`config.mk`:
```
export PLATFORM = sky130hd
export DESIGN_NAME = spi_host
export DESIGN_NICKNAME = d
export VERILOG_FILES = /design/src/rtl/spi_host_pkg.sv /design/src/rtl/spi_host_shifter.sv /design/src/rtl/spi_host.sv
export SDC_FILE = /design/constraint.sdc
export NUM_CORES = 1
export LEC_CHECK = 0
export CAP_MARGIN = 25
export CORE_ASPECT_RATIO = 1.5
export CORE_MARGIN = 4
export CORE_UTILIZATION = 50
export DETAILED_ROUTE_END_ITERATION = 8
export PLACE_DENSITY_LB_ADDON = 0.2
export SYNTH_ARGS = -nofsm -noshare
export SYNTH_HDL_FRONTEND = slang
export SYNTH_SLANG_ARGS = --single-unit
```
`constraint.sdc`:
```
create_clock -name clk -period 6.3 [get_ports clk]
set_clock_uncertainty 0.2 [all_clocks]
set_input_delay 0.945 -clock clk [delete_from_list [all_inputs] [get_ports clk]]
set_output_delay 0.945 -clock clk [all_outputs]
set_load 0.005 [all_outputs]
```
`src/rtl/spi_host_pkg.sv`:
```
// spi_host_pkg: default frame geometry and FSM states shared by spi_host and its shifter.
package spi_host_pkg;

    localparam int DEF_WIDTH = 96;
    localparam int DEF_LEN_W = 7;

    typedef enum logic [1:0] {IDLE, SHIFT, DONE} state_t;

endpackage

```
`src/rtl/spi_host_shifter.sv`:
```
// spi_host_shifter: tx/rx shift registers and bit counter; SPI_HOST_LOOPBACK_EN samples o_mosi instead of miso.
module spi_host_shifter
    import spi_host_pkg::*;
#(
    parameter int WIDTH = DEF_WIDTH,
    parameter int LEN_W = DEF_LEN_W
) (
    input  logic             clk,
    input  logic             rst_n,
    input  logic             load,
    input  logic             sample,
    input  logic             advance,
    input  logic [LEN_W-1:0] len,
    input  logic [WIDTH-1:0] tx_data,
    input  logic             miso,
    output logic             mosi,
    output logic             last,
    output logic [WIDTH-1:0] rx_data
);

    logic [WIDTH-1:0] tx_q;
    logic [LEN_W-1:0] cnt_q;
    logic [LEN_W-1:0] n_q;
    logic [LEN_W-1:0] n_eff;
    logic             rx_bit;

    assign n_eff = (len == '0 || len > LEN_W'(WIDTH)) ? LEN_W'(WIDTH) : len;
    assign last  = cnt_q == n_q - LEN_W'(1);

`ifdef SPI_HOST_LOOPBACK_EN
    assign rx_bit = mosi;
`else
    assign rx_bit = miso;
`endif

    // mosi is registered so bit k is on the wire for the whole k-th select cycle
    always_ff @(posedge clk or negedge rst_n) begin
        if (!rst_n) begin
            mosi    <= 1'b0;
            tx_q    <= '0;
            cnt_q   <= '0;
            n_q     <= '0;
            rx_data <= '0;
        end else begin
            mosi <= load ? tx_data[0] : advance ? tx_q[0] : 1'b0;
            if (load) begin
                tx_q    <= tx_data >> 1;
                n_q     <= n_eff;
                cnt_q   <= '0;
                rx_data <= '0;
            end else if (sample) begin
                rx_data[cnt_q] <= rx_bit;
                if (advance) begin
                    tx_q  <= tx_q >> 1;
                    cnt_q <= cnt_q + LEN_W'(1);
                end
            end
        end
    end

endmodule

```
`src/rtl/spi_host.sv`:
```
// spi_host: single-frame SPI host (IDLE/SHIFT/DONE) driving a shift-register slave.
// Build option SPI_HOST_LOOPBACK_EN captures the transmitted bits instead of i_miso.
module spi_host
    import spi_host_pkg::*;
#(
    parameter int WIDTH = DEF_WIDTH,
    parameter int LEN_W = DEF_LEN_W
) (
    input  logic             clk,
    input  logic             rst_n,
    input  logic             i_start,
    input  logic             i_abort,
    input  logic [LEN_W-1:0] i_len,
    input  logic [WIDTH-1:0] i_tx_data,
    output logic             o_ss,
    output logic             o_mosi,
    input  logic             i_miso,
    output logic [WIDTH-1:0] o_rx_data,
    output logic             o_busy,
    output logic             o_done
);

    state_t state_q;
    state_t state_d;
    logic   load;
    logic   sample;
    logic   advance;
    logic   last;

    assign load    = state_q == IDLE && i_start && !i_abort;
    assign sample  = state_q == SHIFT;
    assign advance = sample && !i_abort && !last;

    // abort wins over completion of the last bit
    always_comb begin
        state_d = load ? SHIFT : sample ? (i_abort ? IDLE : last ? DONE : SHIFT) : IDLE;
    end

    always_ff @(posedge clk or negedge rst_n) begin
        if (!rst_n) begin
            state_q <= IDLE;
            o_ss    <= 1'b0;
            o_busy  <= 1'b0;
            o_done  <= 1'b0;
        end else begin
            state_q <= state_d;
            o_ss    <= state_d == SHIFT;
            o_busy  <= state_d != IDLE;
            o_done  <= state_d == DONE;
        end
    end

    spi_host_shifter #(.WIDTH(WIDTH), .LEN_W(LEN_W)) u_shifter (
        .clk     (clk),
        .rst_n   (rst_n),
        .load    (load),
        .sample  (sample),
        .advance (advance),
        .len     (i_len),
        .tx_data (i_tx_data),
        .miso    (i_miso),
        .mosi    (o_mosi),
        .last    (last),
        .rx_data (o_rx_data)
    );

endmodule

```
==> results.txt, run 1 <==
The flow ran to the end, and the final reports show no timing, DRC or antenna violations. Broken down by cell family, the worst path's largest delay share belongs to compound AO/OA/AOI/OAI gates. The portion of total power attributed to the clock network came out at approximately 35%. The wire length reported by the detailed router is around 26000 um. The cell count after synthesis came out at 1054. For this run, the leading register cell type out of synthesis is dfrtp_1.

The height of the die came out at 176 um. After detailed placement, the design holds a cell count of roughly 1400. The residual overflow from global routing came out at 0. The total nets after synthesis is between 1000 and 1500. The critical path start-end classification is flip-flop to flip-flop. The startpoint of the worst-slack reg-to-reg timing path is u_shifter.n_q[0].

The number of hold violations in the final report was 0. The clock latency reported for the late side of the worst-skew pair came out at 0.49 ns. CTS placed an instance of clkbuf_16 at the clock tree root. The data arrival time of the critical path came out at 3.44 ns.

The via count is around 8500. The met2 wire length is about 13000 um. The clock period minus worst slack is between 3 and 4 ns.

The via count of the first global-routing pass is approximately 7900. The switching power as a share of total power came out at a little over a quarter. The internal power contribution came out at 2630 uW.

The total power per unit cell area came out at roughly 290 mW/mm^2. After the last flow step, the layout net total stands at 1315. Measured against its own limit, the worst slew margin works out to 28.3%.

The register bit count reported by yosys is between 200 and 250. The port buffer count came out at just over 200. The pin slew with the least headroom to its limit is between 1 and 1.5 ns. In the routed design, unresolved DRC markers number 0. The final-layout setup total negative slack came out at 0 ns.

The clock transition at the registers of the reported paths came out at roughly 0.070 ns. The number of clock buffers added by TritonCTS is 20. On the critical path, the stage with the largest delay is an instance of buf_12. The met1 layer wirelength in the final routing came out at between 10000 and 15000 um. The sum of buffers and inverters on the critical path is 2. The post-synthesis async set-or-reset flop share came out at between 90% and 100%. Leaving out fill and tap cells, the most frequent cell in the layout is dfrtp_1.

The number of antenna-violating nets in the routed design came out at 0. The number of instances resized during post-cts repair is 0. The effective utilization at floorplan is around half. The first global-routing pass estimated 41100 um of wire.

The path class of the lowest-slack min-delay path is input port to asynchronous set/reset pin. The critical path crosses 9 cells after its start point. The die is between 100 and 150 um wide.

The global placement routability congestion came out at roughly 0.81. The fmax came out at roughly 0.31 GHz. The signal on the critical path passes through inv_1, ha_1, or4b_1, o21ai_0, nand4b_2, o21ai_4, buf_12, o22ai_1, a21oi_1.

Counting flops with a built-in enable in the synthesized netlist gives 0. The biggest area contributor in the post-synthesis netlist is dfrtp_1. The finished layout holds around 1500 standard cells, fillers aside. The routed length on met3 came out at about 1500 um.

The routed length per instance is ~17 um. Once layout is complete, the utilization of the core stands at about 66%. The share of total power dissipated in sequential elements is between 40% and 50%. The die area is approximately 0.021 mm^2. The post-placement cell area is 0.0116 mm^2. The number of pins with negative max-slew slack in the final report came out at 0. The number of placement rows is 61. TritonCTS built the clock tree. The clock sink count came out at 211. The finished cells cover 0.0123 mm^2. The first-iteration detailed-routing DRC count came out at between 800 and 900. In the finished design, the share of the clock period the worst path needs comes to 51.2%. The maximum vdd ir drop came out at roughly 0.23 mV. The library cells used most frequently in the layout, excluding fill and tap cells, are dfrtp_1, clkdlybuf4s50_1, a21oi_1, nor2_1, o22ai_1.

The number of levels in the clock H-tree came out at 1. The most critical setup path has its startpoint at u_shifter.n_q[0]. The worst-case clock buffer depth came out at 3.

The uppermost signal routing layer after detailed routing is met4. The reported max-cap violation count is 0. The mean area per synthesized cell is about 8.9 um^2.

The post-synth design cell area is about 0.0094 mm^2. The number of cells on the worst reg-to-reg path came out at 9. Of the total power, combinational logic draws about 17%. Setup repair after global routing left no endpoint under its margin. The share of the synthesized area in the top cell type is between 50% and 60%. Of all nets on the critical path, the largest fanout is approximately 210. The switching power summed over all nets came out at around 1000 uW.

In the final layout, the share of cells above drive strength 1 is under 10%. Entering global routing, the biggest net connects between 200 and 250 pins. The initial antenna violation count was 0. The wire-length estimate of the detail-placed layout is between 15000 and 20000 um. The total routing usage reported by global routing is between 20% and 30%. Hold repair after CTS inserted 0 buffers. The reported leakage power came out at 0.00481 uW. The part of the Yosys area used for sequential elements is between 50 and 60%. The area growth from synthesis to final layout came out at 30.6%.

The number of endpoints failing setup at the final stage came out at 0. The core region is ~0.019 mm^2. The worst setup path is captured at a flip-flop. The worst endpoint required time came out at 6.51 ns.

The number of vias per cell after detailed routing came out at between 5 and 6. The number of top-level pins came out at approximately 210. The number of antenna repair diodes is 0.

The count of TritonRoute iterations in the first routing pass is 5. The count of buffers added by post-CTS timing repair for setup came out at 0. The worst setup path is launched from a flip-flop.

Sorting the synthesized cells by area gives the leading types as dfrtp_1, a21oi_1, o22ai_1. Hold timing on the final database bottoms out at a slack of 0.288 ns. The total of warnings raised by yosys came out at 0. For this run, the slowest stage of the critical path takes about 0.57 ns.

The unique cell type count in the Yosys netlist came out at 41.
-- layout make-up --
type                    count  area (um^2)
clock buffers              27          568
flip-flops and latches    211         5280
inverters                   7         26.3
fillers                  1522         6230
multi-input cells         743         3760
well taps                 252          315
repair buffers            222         2240
clock inverters             9          128
-- routing by layer --
metal	up-vias	GRT usage, %
met5	-	0
met4	0	8.22
met3	44	3.14
met2	289	40.1
met1	4083	31.1
li1	4035	-
-- per-stage QoR --
step,worst slack (ns),total power (uW)
3_3_place_gp,2.73,2330
4_1_cts,3.12,3640
5_1_grt,2.84,3790
3_5_place_dp,2.61,2360
6_report,3.07,3610
2_1_floorplan,3.65,2120
-- worst paths after layout --
kind                       slack (ns)                    end
max                              3.07     u_shifter.tx_q[67]
min                              0.29  u_shifter.rx_data[73]
max reg2reg                      3.07     u_shifter.tx_q[67]
min reg2reg                      0.33  u_shifter.rx_data[44]
max in group asynchronous        4.54     u_shifter.tx_q[28]
min in group clk                 0.33  u_shifter.rx_data[44]
-- synthesized netlist by cell type, types with 3 or more instances --
cell	instances
nand2b_1	6
nor2b_1	6
buf_4	6
o31ai_1	4
dfrtp_1	211
buf_2	16
nor2_1	135
xnor2_1	4
clkbuf_1	71
xor2_1	4
a21oi_1	192
nor3b_1	4
nand2_1	91
o21ai_0	79
or3_1	4
inv_1	7
a22o_1	3
nand3_1	79
o22ai_1	94
nor3_1	12
o211ai_1	3
-- power by group through the flow --
stage	Sequential, uW	Clock, uW	Combinational (uW)
2_1_floorplan	1700	0	428
3_3_place_gp	1740	0	591
3_5_place_dp	1750	0	612
4_1_cts	1720	1300	614
5_1_grt	1750	1360	683
6_report	1720	1280	608
-- worst register-to-register path: stages (launching register included) --
cell and delay, ns:
dfrtp_1 0.40, inv_1 0.09, ha_1 0.24, or4b_1 0.47, o21ai_0 0.23, nand4b_2 0.21, o21ai_4 0.21, buf_12 0.57
o22ai_1 0.38, a21oi_1 0.16
-- sequential cells by signal, indices dropped and copies added, names as in the netlist --
name,cells
u_shifter.rx_data,96
u_shifter.n_q,7
u_shifter.tx_q,95
u_shifter.mosi,1
o_busy,1
o_done,1
u_shifter.cnt_q,7
o_ss,1
state_q,2
-- cells by family after synthesis --
kind of cell | share of synthesized area [%]
AOI/OAI and AO/OA | 21.9
xor gates and xnor gates | 0.743
adders and majority gates | 0.265
buffers and inverters | 4.43
DFF | 56.0
muxes | 0.212
and+or+nand+nor | 16.5
Power figures use the tool's default switching activity.
==> run 2, diff against run 1 <==
Clock period 6.3 ns to 3.3 ns, I/O delays scaled along.
==> run 2 against run 1 <==
Net effect: critical path depth stayed put; count of clock-buffer cells in the layout rose by 4; non-clock buffer count is 13 higher; final area up 0.49%; critical path type unchanged.
==> results.txt, run 2 (synthesis results as in run 1) <==
Run status: completed (unchanged). The fraction of final layout cells sized beyond drive strength 1 came to 5.12% (was 4.59%). The maximum fanout encountered on the critical timing path is 75 (was 206).

The clock sink count is 211 (unchanged). The clock transition at the registers of the reported paths was 0.06 ns (was 0.07 ns). The path class of the lowest-slack min-delay path is flip-flop to flip-flop (was input port to asynchronous set/reset pin). The number of hold violations in the final report came out at 0 (unchanged). The DRC violation count after routing came to 0 (unchanged). The number of levels in the clock H-tree came out at 1 (unchanged). The wire length reported by the detailed router came out at 25800 um (was 25500 um). The number of antenna repair diodes is 0 (unchanged).

The via count of the first global-routing pass came to 8094 (was 7912). The total power after layout came out at 6740 uW (was 3610 uW). The worst-case clock buffer depth was 3 (unchanged). The commonest non-fill, non-tap cell in the layout is dfrtp_1 (unchanged). The number of buffers inserted for hold repair after clock tree synthesis is 1 (was 0). The proportion of power drawn by combinational gates is 17.6% (was 16.8%). Critical Path, Cell by Cell: inv_1, ha_1, or4b_1, o21ai_0, nand4b_2, o21ai_4, buf_12, o22ai_1, a21oi_1 (unchanged). The die area came out at 0.0212 mm^2 (unchanged). The CTS tree was yes (unchanged). The switching power as a share of total power is 27.4% (was 27.2%). The critical path start-end classification is flip-flop to flip-flop (unchanged). The clock latency reported for the late side of the worst-skew pair is 0.48 ns (was 0.49 ns).

The maximum vdd ir drop came out at 0.479 mV (was 0.234 mV). The floorplan core area was 0.0185 mm^2 (unchanged). The critical path's largest stage delay came to 0.46 ns (was 0.57 ns). The switching power summed over all nets came out at 1850 uW (was 984 uW). Biggest regs: u_shifter.rx_data x96, u_shifter.tx_q x95 (unchanged). The count of TritonRoute iterations in the first routing pass is 6 (was 5). The reported leakage power came out at 0.00485 uW (was 0.00481 uW). The fmax is 0.356 GHz (was 0.310 GHz). The count of buffers added by post-CTS timing repair for setup came out at 0 (unchanged). The internal power contribution came out at 4900 uW (was 2630 uW). The width of the die is 120 um (unchanged). The headroom to the max-slew limit came out at 31.2% (was 28.3%). The number of vias per cell after detailed routing came out at 5.69 (was 5.75). The effective utilization at floorplan came out at 50.8% (unchanged). The category of the worst setup path launch point is a flip-flop (unchanged). The register containing the most flip-flops in the final layout is u_shifter.rx_data (unchanged). The pre-CTS setup slack is 0.501 ns (was 2.61 ns). The routed length per instance is 17.4 um (was 17.3 um). The post-placement cell area was 0.0117 mm^2 (was 0.0116 mm^2). The height of the die came out at 176 um (unchanged).

The final-layout setup total negative slack is 0 ns (unchanged). The maximum number of pins on one net before global-route repair was 137 (was 207). Top library cells by usage in the layout, fill and taps aside: dfrtp_1, clkdlybuf4s50_1, a21oi_1, nor2_1, o22ai_1 (unchanged). The number of pins with negative max-slew slack in the final report is 0 (unchanged).

The number of CTS-inserted buffers is 21 (was 20). The half-perimeter wire length after placement is 17200 um (was 16400 um). The via count came to 8427 (was 8451). The worst-case setup margin in the final layout is 0.495 ns (was 3.07 ns).

The clock period minus worst slack came out at 2.81 ns (was 3.23 ns). The number of instances resized during post-cts repair was 0 (unchanged). The first-pass GRT wire length is 41800 um (was 41100 um). The cell with the largest stage delay on the worst path is or4b_1 (was buf_12). Unrepaired setup endpoints after global routing: false (unchanged). The nature of the critical path endpoint is a flip-flop (unchanged). The area growth from synthesis to final layout came out at 31.2% (was 30.6%).

The number of antenna-violating nets in the routed design came out at 0 (unchanged). The number of placement rows was 61 (unchanged). The total routing usage reported by global routing came to 24.0% (was 23.6%).

The pin slew with the least headroom to its limit is 1.02 ns (was 1.07 ns). The data arrival time of the critical path came out at 3.01 ns (was 3.44 ns). The number of nets in the final layout came out at 1329 (was 1315). The sequential cell fraction of total power is 49.0% (was 47.7%). The flip-flop count of the largest register after layout came to 96 (unchanged).

The reported max-cap violation count came out at 0 (unchanged). The initial antenna violation count came out at 0 (unchanged). The first-iteration detailed-routing DRC count is 738 (was 834). The number of top-level pins came out at 208 (unchanged). The number of endpoints failing setup at the final stage is 0 (unchanged). The end-of-flow core utilization came out at 66.7% (was 66.4%). The global placement routability congestion came out at 0.827 (was 0.815). The post-route clock period utilization came out at 85.0% (was 51.2%). The worst endpoint required time was 3.50 ns (was 6.51 ns). The portion of total power attributed to the clock network is 33.4% (was 35.4%).

The area of all placed cells without fillers was 0.0124 mm^2 (was 0.0123 mm^2). The port buffer count came out at 207 (unchanged). The residual overflow from global routing was 0 (unchanged).

The total power per unit cell area came out at 545 mW/mm^2 (was 293 mW/mm^2). The cell chosen for the clock root is clkbuf_16 (unchanged).
## run 2: cell types whose count changed in the layout (fill, tap and decap cells not counted), sizes merged
| cell | before | now |
|---|---|---|
| bufinv | 3 | 1 |
| buf | 16 | 28 |
| clkinv | 3 | 2 |
| clkinvlp | 3 | 0 |
| clkbuf | 28 | 32 |
| dlygate4sd3 | 0 | 1 |
## run 2: routing by layer
metal	up-vias	track usage (%)	wire length (um)
met1	4033	30.7	10300
met4	0	7.93	622
li1	4065	-	-
met2	292	41.9	13300
met3	37	3.65	1550
met5	-	0	0
## run 2: path summary, 6_finish.rpt
check	start	to	slack, ns	cells past startpoint
max in group asynchronous	rst_n	u_shifter.rx_data[54]	1.68	3
worst max register to register	u_shifter.n_q[0]	u_shifter.tx_q[22]	0.49	9
worst min-delay path	state_q[1]	o_busy	0.32	1
min in group asynchronous	rst_n	u_shifter.rx_data[76]	0.38	2
worst max-delay path	u_shifter.n_q[0]	u_shifter.tx_q[22]	0.49	9
worst min register to register	state_q[1]	o_busy	0.32	1
## run 2: layout make-up
type,count,area [um^2]
multi-input combinational,743,3760
clock buffer,31,593
clock inverter,3,40.0
timing repair buffer,235,2360
inverter,7,26.3
fill,1589,6170
sequential,211,5280
tap,252,315
## run 2: critical path: cells and delay by family, from the launching register on
kind / cells / cell delay (ns)
adders and majority gates: 1 / 0.23
buffers and inverters: 2 / 0.39
and+or+nand+nor: 2 / 0.65
DFF: 1 / 0.40
AOI/OAI and AO/OA: 4 / 0.81
## run 2: power groups by stage
stage	Combinational, uW	Sequential, uW	Clock (uW)
5_1_grt	1330	3360	2410
6_report	1190	3300	2250
2_1_floorplan	816	3240	0
3_3_place_gp	1160	3330	0
4_1_cts	1200	3300	2300
3_5_place_dp	1200	3340	0
## run 2: per-stage QoR
step,instances,hold WS [ns]
final,1482,0.320
after global placement,1447,0.304
after global routing,1482,0.351
after CTS,1482,0.325
after detailed placement,1447,0.308
after floorplan,1054,-0.000591
==> run 3, diff against run 2 <==
Settings changed: CTS_BUF_LIST from default to sky130_fd_sc_hd__clkbuf_8.
==> run 3 against run 2 <==
Net effect: non-clock buffer count stayed put; register-to-register slack is essentially flat; critical path type unchanged; via count rose by 1.3%; worst setup slack got worse by 0.0065 ns; die area is the same; count of clock-buffer cells in the layout up 8; final area shrank 0.20%.
==> results.txt, run 3 (synthesis results as in run 1) <==
The clock period minus worst slack is 2.81 ns (about the same). The total power after layout is 6540 uW (was 6740 uW). The number of fillers in the final layout is 1601 (was 1589). Biggest regs: u_shifter.rx_data x96, u_shifter.tx_q x95 (unchanged).

The final-layout setup total negative slack was 0 ns (unchanged). The setup slack of the worst register-to-register path is 0.49 ns (about the same). The die area is 0.0212 mm^2 (unchanged). The maximum fanout encountered on the critical timing path came out at 75 (unchanged). The category of the worst setup path launch point was a flip-flop (unchanged). The cell chosen for the clock root is clkbuf_8 (was clkbuf_16). The DRC violation count after routing came out at 0 (unchanged).

The number of placement rows is 61 (unchanged). The origin of the worst min-delay path is i_tx_data[95] (was state_q[1]). The startpoint of the worst-slack reg-to-reg timing path is u_shifter.n_q[0] (unchanged). The number of antenna repair diodes was 0 (unchanged). The worst-case clock buffer depth is 3 (unchanged). The end-of-flow core utilization is 66.6% (was 66.7%). Top library cells by usage in the layout, fill and taps aside: dfrtp_1, clkdlybuf4s50_1, a21oi_1, nor2_1, o22ai_1 (unchanged). The clock latency reported for the late side of the worst-skew pair came out at 0.57 ns (was 0.48 ns). The number of cells on the worst reg-to-reg path is 9 (unchanged).

The width of the die came to 120 um (unchanged). Critical Path, Cell by Cell: inv_1, ha_1, or4b_1, o21ai_0, nand4b_2, o21ai_4, buf_12, o22ai_1, a21oi_1 (unchanged). The first-pass GRT wire length is 41600 um (was 41800 um). The number of endpoints failing setup at the final stage came out at 0 (unchanged).

The via count of the first global-routing pass came to 8063 (was 8094). The number of levels in the clock H-tree is 1 (unchanged). The total routing usage reported by global routing came out at 23.9% (was 24.0%). The clock transition at the registers of the reported paths came out at 0.07 ns (was 0.06 ns).

The number of cells on the worst hold path came to 3 (was 1). The proportion of power drawn by combinational gates came out at 18.2% (was 17.6%). The worst hold-check slack is 0.267 ns (was 0.320 ns). The reported leakage power was 0.00490 uW (was 0.00485 uW).

The switching power summed over all nets came out at 1890 uW (was 1850 uW). The commonest non-fill, non-tap cell in the layout is dfrtp_1 (unchanged). The via count was 8540 (was 8427). The sequential cell fraction of total power came out at 50.6% (was 49.0%). The worst endpoint required time was 3.57 ns (was 3.50 ns). The number of nets in the final layout is 1339 (was 1329).

The residual overflow from global routing came to 0 (unchanged). The pin slew with the least headroom to its limit was 1.01 ns (was 1.02 ns). The number of vias per cell after detailed routing is 5.68 (was 5.69). The portion of total power attributed to the clock network is 31.3% (was 33.4%). The half-perimeter wire length after placement is 17200 um (unchanged).

Unrepaired setup endpoints after global routing: false (unchanged). The total power per unit cell area came out at 529 mW/mm^2 (was 545 mW/mm^2). The effective utilization at floorplan was 50.8% (unchanged). The headroom to the max-slew limit came out at 32.2% (was 31.2%). The fraction of final layout cells sized beyond drive strength 1 is 6.31% (was 5.12%). The count of buffers added by post-CTS timing repair for setup was 0 (unchanged). The fmax is 0.356 GHz (about the same). The height of the die was 176 um (unchanged). The flip-flop count of the largest register after layout is 96 (unchanged). The kind of cell adding the most delay to the critical path is compound AO/OA/AOI/OAI gates (unchanged). The sum of buffers and inverters on the critical path is 2 (unchanged).

The internal power contribution is 4640 uW (was 4900 uW). The maximum vdd ir drop is 0.411 mV (was 0.479 mV). The data arrival time of the critical path was 3.08 ns (was 3.01 ns).

The worst-case hold path end point is u_shifter.tx_q[94] (was o_busy). The reported max-cap violation count came to 0 (unchanged). The clock sink count was 211 (unchanged). The count of TritonRoute iterations in the first routing pass is 5 (was 6). The capture point of the worst reg-to-reg path is u_shifter.tx_q[22] (unchanged). The critical path's largest stage delay is 0.46 ns (about the same). The initial antenna violation count is 0 (unchanged). The floorplan core area came out at 0.0185 mm^2 (unchanged).

The global placement routability congestion is 0.827 (unchanged). The switching power as a share of total power came out at 29.0% (was 27.4%). The nature of the critical path endpoint was a flip-flop (unchanged). The maximum number of pins on one net before global-route repair came to 137 (unchanged).

The number of pins with negative max-slew slack in the final report came out at 0 (unchanged). The register containing the most flip-flops in the final layout was u_shifter.rx_data (unchanged). The post-route clock period utilization is 85.2% (was 85.0%). The number of top-level pins is 208 (unchanged).

The path class of the lowest-slack min-delay path is input port to flip-flop (was flip-flop to flip-flop). The port buffer count came out at 207 (unchanged). The CTS tree is yes (unchanged).

The wire length reported by the detailed router is 26000 um (was 25800 um). Run status: completed (unchanged). The critical path start-end classification is flip-flop to flip-flop (unchanged). The cell with the largest stage delay on the worst path is or4b_1 (unchanged).

The number of CTS-inserted buffers is 31 (was 21). The area growth from synthesis to final layout is 30.9% (was 31.2%). The routed length per instance was 17.3 um (was 17.4 um). The number of hold violations in the final report is 0 (unchanged). The first-iteration detailed-routing DRC count is 853 (was 738). The number of antenna-violating nets in the routed design is 0 (unchanged). The area of all placed cells without fillers is 0.0123 mm^2 (was 0.0124 mm^2). The post-placement cell area is 0.0117 mm^2 (unchanged).
[run 3: cell types whose count changed in the layout (fill, tap and decap cells not counted), sizes merged]
| cell | previous run | this run |
|---|---|---|
| clkbuf | 32 | 40 |
| bufinv | 1 | 0 |
| clkinvlp | 0 | 1 |
| inv | 7 | 20 |
[run 3: worst register-to-register path: cells and delay by family (launching register included)]
family,cells,cell delay (ns)
compound gates,4,0.85
simple gates,2,0.65
fa+ha+maj,1,0.24
buf+inv,2,0.39
flops,1,0.40
[run 3: routing by layer]
metal | GRT usage (%) | vias to the layer above | wire [um]
met4 | 7.93 | 0 | 637
li1 | - | 4102 | -
met1 | 30.5 | 4085 | 10300
met2 | 41.6 | 307 | 13400
met5 | 0 | - | 0
met3 | 3.88 | 46 | 1650
[run 3: worst max-delay path by stage]
stage / to / cells after the start / start / slack [ns]
6_report: u_shifter.tx_q[22] / 9 / u_shifter.n_q[0] / 0.49
5_1_grt: u_shifter.tx_q[30] / 9 / u_shifter.n_q[0] / 0.30
4_1_cts: u_shifter.tx_q[22] / 9 / u_shifter.n_q[0] / 0.48
3_5_place_dp: u_shifter.tx_q[22] / 9 / u_shifter.n_q[0] / 0.50
3_3_place_gp: u_shifter.cnt_q[6] / 9 / u_shifter.n_q[0] / 0.56
2_1_floorplan: u_shifter.cnt_q[5] / 8 / u_shifter.n_q[0] / 0.74
[run 3: layout make-up]
cell class                 instances  area, um^2  share of cell area, %
clock inverter                    16        71.3                  0.578
sequential                       211        5280                   42.8
timing repair buffer             235        2360                   19.1
tap                              252         315                   2.55
multi-input combinational        743        3760                   30.4
clock buffer                      39         537                   4.35
inverter                           7        26.3                  0.213
[run 3: power by group through the flow]
stage	Clock, uW	Combinational, uW	Sequential (uW)
global route	2200	1330	3350
global placement	0	1160	3330
floorplan	0	816	3240
CTS	2090	1200	3300
detailed placement	0	1200	3340
finish	2040	1190	3310
[run 3: through the flow]
stage               std cells  setup WS [ns]
finish                   1503          0.488
global route             1503          0.301
CTS                      1503          0.485
detailed placement       1447          0.501
global placement         1447          0.559
floorplan                1054          0.742
[run 3: repair_timing]
item                      CTS  global route
hold endpoints to repair   67             0
gates resized for setup     0             0
hold buffers                1             0
